File: config.mk
export PLATFORM = sky130hd
export DESIGN_NAME = keypad_scanner
export DESIGN_NICKNAME = d
export VERILOG_FILES = /design/src/rtl/keypad_scanner.sv
export SDC_FILE = /design/constraint.sdc
export NUM_CORES = 1
export LEC_CHECK = 0
export CAP_MARGIN = 20
export CORE_ASPECT_RATIO = 1.75
export CORE_MARGIN = 1.5
export CORE_UTILIZATION = 35
export DETAILED_ROUTE_END_ITERATION = 7
export SLEW_MARGIN = 5
export SYNTH_ARGS = -nofsm -noshare
export SYNTH_HDL_FRONTEND = slang
export SYNTH_SLANG_ARGS = --single-unit
File: constraint.sdc
create_clock -name clk -period 3.4 [get_ports clk]
set_clock_uncertainty 0.2 [all_clocks]
set_input_delay 0.68 -clock clk [delete_from_list [all_inputs] [get_ports clk]]
set_output_delay 0.68 -clock clk [all_outputs]
set_load 0.01 [all_outputs]
File: src/rtl/keypad_scanner.sv
// 4x4 matrix keypad scanner: strobes one column low at a time, debounces whole scan
// frames and emits a one-cycle event for each clean single-key press.
module keypad_scanner #(
   parameter int SCAN_DIV       = 25000,
   parameter int DEBOUNCE_SCANS = 4
) (
   input  logic       clk,
   input  logic       reset,
   input  logic [3:0] row,
   output logic [3:0] col,
   output logic [3:0] key_code,
   output logic       key_valid,
   output logic       key_held
);

   localparam int DW = (SCAN_DIV > 2) ? $clog2(SCAN_DIV) : 1;
   localparam int SW = (DEBOUNCE_SCANS > 2) ? $clog2(DEBOUNCE_SCANS) : 1;
   localparam logic [DW-1:0] DWELL_LAST  = DW'(SCAN_DIV - 1);
   localparam logic [SW-1:0] STABLE_LAST = SW'(DEBOUNCE_SCANS - 1);

   localparam logic [1:0] ST_IDLE  = 2'd0;
   localparam logic [1:0] ST_HELD  = 2'd1;
   localparam logic [1:0] ST_MULTI = 2'd2;

   logic [3:0]    rowMeta_q, rowSync_q;
   logic [DW-1:0] dwell_q, dwell_d;
   logic [1:0]    colIdx_q, colIdx_d;
   logic [3:0]    col_q, col_d;
   logic [15:0]   rawFrame_q, rawFrame_d;
   logic [15:0]   prevFrame_q, prevFrame_d;
   logic [15:0]   debFrame_q, debFrame_d;
   logic [SW-1:0] stable_q, stable_d;
   logic          debUpd_q, debUpd_d;
   logic [1:0]    state_q, state_d;
   logic [3:0]    keyCode_q, keyCode_d;
   logic          keyValid_q, keyValid_d;
   logic          keyHeld_q, keyHeld_d;

   logic          tick, frameDone, debEmpty, debSingle;
   logic [3:0]    debIdx;

   // Scan timing and raw-frame capture; the sample always belongs to the column
   // that has been driven for the whole dwell.
   always_comb begin
      tick      = (dwell_q == DWELL_LAST);
      frameDone = tick && (colIdx_q == 2'd3);
      dwell_d   = tick ? '0 : dwell_q + 1'b1;
      colIdx_d  = tick ? colIdx_q + 2'd1 : colIdx_q;
      col_d     = ~(4'b0001 << colIdx_d);
      rawFrame_d = rawFrame_q;
      if (tick) begin
         for (int r = 0; r < 4; r++) begin
            rawFrame_d[{2'(r), colIdx_q}] = ~rowSync_q[r];
         end
      end
   end

   always_comb begin
      prevFrame_d = prevFrame_q;
      stable_d    = stable_q;
      debFrame_d  = debFrame_q;
      debUpd_d    = 1'b0;
      if (frameDone) begin
         if (rawFrame_d == prevFrame_q) begin
            stable_d = (stable_q == STABLE_LAST) ? stable_q : stable_q + 1'b1;
         end else begin
            stable_d = '0;
         end
         prevFrame_d = rawFrame_d;
         if (stable_d == STABLE_LAST) begin
            debFrame_d = rawFrame_d;
            debUpd_d   = 1'b1;
         end
      end
   end

   // Bit position of the debounced frame equals row*4+col, i.e. the key code.
   always_comb begin
      debEmpty  = (debFrame_q == 16'd0);
      debSingle = !debEmpty && ((debFrame_q & (debFrame_q - 16'd1)) == 16'd0);
      debIdx    = 4'd0;
      for (int b = 0; b < 16; b++) begin
         if (debFrame_q[b]) debIdx = 4'(b);
      end
   end

   always_comb begin
      state_d    = state_q;
      keyCode_d  = keyCode_q;
      keyValid_d = 1'b0;
      keyHeld_d  = keyHeld_q;
      if (debUpd_q) begin
         case (state_q)
            ST_IDLE: begin
               if (debSingle) begin
                  keyCode_d  = debIdx;
                  keyValid_d = 1'b1;
                  keyHeld_d  = 1'b1;
                  state_d    = ST_HELD;
               end else if (!debEmpty) begin
                  state_d = ST_MULTI;
               end
            end
            ST_HELD: begin
               if (debEmpty) begin
                  keyHeld_d = 1'b0;
                  state_d   = ST_IDLE;
               end
            end
            ST_MULTI: begin
               if (debEmpty) state_d = ST_IDLE;
            end
            default: state_d = ST_IDLE;
         endcase
      end
   end

   always_ff @(posedge clk or negedge reset) begin
      if (!reset) begin
         rowMeta_q   <= 4'hF;
         rowSync_q   <= 4'hF;
         dwell_q     <= '0;
         colIdx_q    <= 2'd0;
         col_q       <= 4'b1110;
         rawFrame_q  <= '0;
         prevFrame_q <= '0;
         debFrame_q  <= '0;
         stable_q    <= '0;
         debUpd_q    <= 1'b0;
         state_q     <= ST_IDLE;
         keyCode_q   <= 4'd0;
         keyValid_q  <= 1'b0;
         keyHeld_q   <= 1'b0;
      end else begin
         rowMeta_q   <= row;
         rowSync_q   <= rowMeta_q;
         dwell_q     <= dwell_d;
         colIdx_q    <= colIdx_d;
         col_q       <= col_d;
         rawFrame_q  <= rawFrame_d;
         prevFrame_q <= prevFrame_d;
         debFrame_q  <= debFrame_d;
         stable_q    <= stable_d;
         debUpd_q    <= debUpd_d;
         state_q     <= state_d;
         keyCode_q   <= keyCode_d;
         keyValid_q  <= keyValid_d;
         keyHeld_q   <= keyHeld_d;
      end
   end

   assign col       = col_q;
   assign key_code  = keyCode_q;
   assign key_valid = keyValid_q;
   assign key_held  = keyHeld_q;

endmodule

# [Yosys cells after proc, flatten, opt, wreduce, memory -nomap -nowiden]
# Cells that the tools add are included.
[word_totals] regBits=88 input_bits=6 elab_cells=105
[classes] add_sub_neg=4 magnitude_cmp=8 n_eq_ne=11 n_shift=1 muxes=45 n_bitwise=6 reduce_logical=16
[ops] op="16-bit bitwise mux" n=4
[ops] op="4-bit 2-to-1 mux" n=14
[ops] op="16-bit logical NOT" n=2
[ops] op="16-bit AND" n=1
[ops] op="16-bit equality test" n=1
[ops] op="16-bit 2-to-1 mux" n=1
[ops] op="16-bit by 1-bit subtractor with 16-bit output, second input constant" n=1
[ops] op="15-bit by 1-bit adder with 15-bit output, second input constant" n=1
[ops] op="15-bit equality test, second input constant" n=1
[ops] op="15-bit 2-to-1 mux" n=1
[ops] op="2-bit 2-to-1 mux" n=7
[ops] op="1-bit 2-to-1 mux" n=12
[ops] op="4-bit by 5-bit less-than comparator with 1-bit output, second input constant" n=2
[ops] op="1-bit demux with 2-bit select" n=4
[ops] op="2-bit equality test, second input constant" n=4
[ops] op="4-bit by 1-bit >= comparator with 1-bit output, second input constant" n=2
[ops] op="1-bit logical AND" n=6
[ops] op="3-bit AND reduction" n=2
[ops] op="2-bit by 5-bit less-than comparator with 1-bit output, second input constant" n=1
[ops] op="3-bit by 5-bit less-than comparator with 1-bit output, second input constant" n=1
[ops] op="2-bit by 1-bit adder with 2-bit output, second input constant" n=2
[ops] op="2-bit inequality test, second input constant" n=2
[ops] op="1-bit NOT" n=4
[ops] op="4-bit NOT" n=1
[ops] op="other kinds (14)" n=14

# [Logic depth before layout (Yosys ltp)]
# Gate-level depths: netlist of run 1.
[logic_depth] ltp_word=15 mapped_depth=11

# [Least setup slack after synthesis of run 1]
# No wires, ideal clock.
[synth_path] kind="reg-to-reg" startpoint="reg dwell_q[6]" endpoint="reg debFrame_q[10]" setup_time_ps=125 t_arrival_ps=3056 path_slack_ps=19 path_stages_with_launch=9 path_buffers=1 path_cell_list="dfrtp_1 -> or4b_4 -> nor4_2 -> mux2i_1 -> o211ai_2 -> nor4_4 -> nand4_4 -> buf_6 -> mux2_4"
[synth_between] elab_chain_len=7
[synth_lines] item="start: declaration" line_no="26" text="logic [DW-1:0] dwell_q, dwell_d;"
[synth_lines] item="start signal: assignment" line_no="137" text="dwell_q <= dwell_d;"
[synth_lines] item="15-bit equality test (*)" line_no="45" text="tick = (dwell_q == DWELL_LAST);"
[synth_lines] item="16-bit 2-to-1 mux" line_no="51" text="if (tick) begin"
[synth_lines] item="16-bit equality test" line_no="64" text="if (rawFrame_d == prevFrame_q) begin"
[synth_lines] item="2-bit 2-to-1 mux" line_no="64"
[synth_lines] item="2-bit 2-to-1 mux" line_no="63" text="if (frameDone) begin"
[synth_lines] item="2-bit equality test" line_no="70" text="if (stable_d == STABLE_LAST) begin"
[synth_lines] item="2-bit AND reduction (no line)"
[synth_lines] item="end signal: assignment" line_no="142" text="debFrame_q <= debFrame_d;"
[synth_lines] item="end: declaration" line_no="31" text="logic [15:0] debFrame_q, debFrame_d;"
# Mark *: on every way between the ends. The rest lies on a longest branch, timed or not. The select of a mux whose other input is x is not followed.
# A chain may end at the register's enable or synchronous reset.

# [Final worst setup path of run 1]
[layout_path] startpoint="reg dwell_q[4]" endpoint="reg debFrame_q[11]"
# The elaborated chain is that of the path after synthesis.

==> results of run 1 <==
layout make-up:
cell class                      instances  area [sq um]  area share [%]
Sequential cell                        88          2220            42.3
Tap cell                              165           206            3.94
Clock buffer                           12           256            4.89
Timing Repair Buffer                   49           435            8.31
Clock inverter                          4          51.3           0.979
Inverter                               30           113            2.15
Multi-Input combinational cell        289          1960            37.5
critical path, cell delays in order (launching register included):
cell     delay, ns
dfrtp_1       0.38
or4b_4        0.55
or4_4         0.61
mux2i_4       0.23
a22o_1        0.23
nor4_4        0.33
nand4_4       0.14
buf_12        0.18
mux2_4        0.29
stage by stage:
stage	hold slack [ns]	area (sq um)	total power [mW]	TNS, ns	worst slack [ns]
2_1_floorplan	0.145	4340	1.09	0	0.0192
3_3_place_gp	0.146	4870	1.12	-0.124	-0.0174
3_5_place_dp	0.147	4870	1.12	-0.840	-0.0720
4_1_cts	0.156	5200	2.14	0	0.00786
5_1_grt	0.0555	5240	2.19	0	0.0305
6_report	0.0393	5240	2.12	0	0.142
placed cells by master (no fill, tap or decap), types with 3 or more instances in the layout:
cell type,Yosys,final
mux2_2,9,9
xnor2_1,15,15
nand4_1,6,6
ha_1,7,7
a21oi_1,12,12
mux2_4,7,7
dfrtp_1,77,77
xor2_1,12,12
mux2i_1,13,12
nand3_1,13,13
and2_1,3,3
nor4_1,5,5
nand2_1,63,63
o22ai_1,7,7
clkdlybuf4s50_1,0,14
inv_1,30,30
and3_1,4,4
nand2b_1,3,3
nor4_4,3,3
nand3b_1,4,4
nor2_1,31,31
nor3_1,4,4
clkbuf_16,0,9
dfstp_2,11,11
buf_4,0,33
o21ai_0,28,28
flip-flops by register name (all words and copies together) (netlist names):
signal and cells:
col 4, colIdx_q 2, debFrame_q 16, rowMeta_q 4
stable_q 2, debUpd_q 1, rowSync_q 4, state_q 2
rawFrame_q 16, dwell_q 15, key_code 4, prevFrame_q 16
key_valid 1, key_held 1
metal layers:
metal,track usage [%],vias up,share of wire (%)
met5,0,-,0
met1,16.0,1592,36
li1,-,1548,-
met3,3.40,25,2.3
met4,9.29,0,4.3
met2,30.7,45,57
cell families after synthesis:
family	after synthesis
XOR/XNOR	27
adder cells (fa/ha/maj)	8
buffers and inverters	42
multiplexers	30
AND/OR/NAND/NOR	151
flip-flops	88
AO/OA/AOI/OAI	73
report_power, final:
group / internal [mW] / total, mW / switching (mW)
logic: 0.0133 / 0.0402 / 0.0269
registers: 1.06 / 1.06 / 0.00790
clock network: 0.611 / 1.01 / 0.401
total: 1.68 / 2.12 / 0.436
timing repair:
action | CTS | global route
resized for setup | 0 | 5
pin swaps | 1 | 0
setup buffers | 1 | 0
cloned | 0 | 0
endpoints found under the setup margin | 15 | 16
worst max-delay path by stage:
stage	end	slack, ns	cells after the start
finish	debFrame_q[11]	0.14	8
global route	debFrame_q[0]	0.03	10
CTS	debUpd_q	0.008	7
detailed placement	debFrame_q[9]	-0.07	8
global placement	debFrame_q[6]	-0.02	7
floorplan	debFrame_q[10]	0.02	8
==> reports/qor.txt, run 1 <==
HPWL after DPL: 7.25 mm
max-cap viol count: 0
largest area contributor in the netlist: dfrtp_1
CTS root buf: clkbuf_16
post-synthesis compound-gate area fraction: 10.9%
gr ovfl total: 0
Post-synth top cells: 77 x dfrtp_1, 63 x nand2_1, 31 x nor2_1, 30 x inv_1, 28 x o21ai_0
remaining antenna violation count: 0
crit start category: register
count of state elements after synthesis: 88
Critical Path Sink Type: register
clk_lat worst skew: 0.34 ns
vias in the first global route: 3407
vias: 3210
Initial DRC Count: 118
most numerous cell in the Yosys netlist: dfrtp_1
main combinational cell family by area after synthesis: simple AND/OR/NAND/NOR gates
boundary pin count: 16
Hold-fix buffers, CTS: 0
# DRC: 0
clk slew on worst S/H paths: 0.06 ns
post-synthesis sequential area ratio: 51.1%
min Tclk post-route: 3.26 ns
# setup viols final: 0
RSZ-0062 raised after global routing: no
Synth Flop Type: dfrtp_1
area share of the largest cell type after synthesis: 44.4%
WL final: 9.58 mm
Max Slew Vio Count: 0
WP data arrival: 3.28 ns
synth-to-layout area growth: 20.9%
Post-synth EDFFs: 0
CTS tree: done
max_slew headroom: 63.8%
Post-Synth Adder-Cell Area: 2.25%
Peak VDD IR: 236 uV
Synth Area in XOR/XNOR: 5.45%
CTS sink cnt: 88
first-pass GRT wire length: 16.1 mm
Die Ht: 150 um
cell count after synthesis: 419
DRT Pass-1 Iters: 4
Die ar.: 13100 sq um
Cell Rows: 53
Layout Cells excl Fill: 637
simple-gate area share of the yosys netlist: 18.0%
Synth area leaders: dfrtp_1 44%, dfstp_2 6.7%, nand2_1 5.5%
data required time at the worst endpoint: 3.42 ns
Initial Utilization: 35.9%
Util after Layout: 43.4%
wire per inst: 15.0 um
crit path kind: register to register
Final Hold Viols: 0
status: finished, final reports clean
synthesis warning total: 0
Netlist cell types: 55
period utilization: 95.8%
worst slew pin tran: 0.538 ns
I/O Buffers: 15
RR Startpoint: dwell_q[4]
antenna violations before repair: 0
R2R depth: 8
total global routing track utilization: 16.3%
syn avg cell area: 10.3 sq um
largest net degree at the start of global routing: 84
mux contribution to synthesized area: 8.28%
Post-synth ARST share: 100%
total CTS buffers: 9
hold crit path type: input port to async pin
placed insts: 619
core area: 12100 sq um
Max FO, Critical Path: 14
highest clock rate: 0.307 GHz
FF-to-FF End: debFrame_q[11]
diode count: 0
share of cells above drive strength 1: 19.5%
Die X-Extent: 87.1 um
Post-Syn Area: 4340 sq um
Net Count, Synth: 432
Vias/cell: 5.04
H-tree levels: 3
CP Launch Point: dwell_q[4]
cell leakage power: 2.51 nW
R2R Setup Slk: 0.14 ns
Clock Path Buffers: 2
routability cong.: 0.913
Post-layout nets: 480
# fillers: 1229
PwrDens: 404 nW/um^2
No activity file was read; power rests on OpenSTA's default activity.
==> run 2: changes to the inputs <==
CTS_CLUSTER_DIAMETER = 30   (was default)
==> results of run 2 <==
No change in the layout: final DEF, timing and power equal those of run 1.
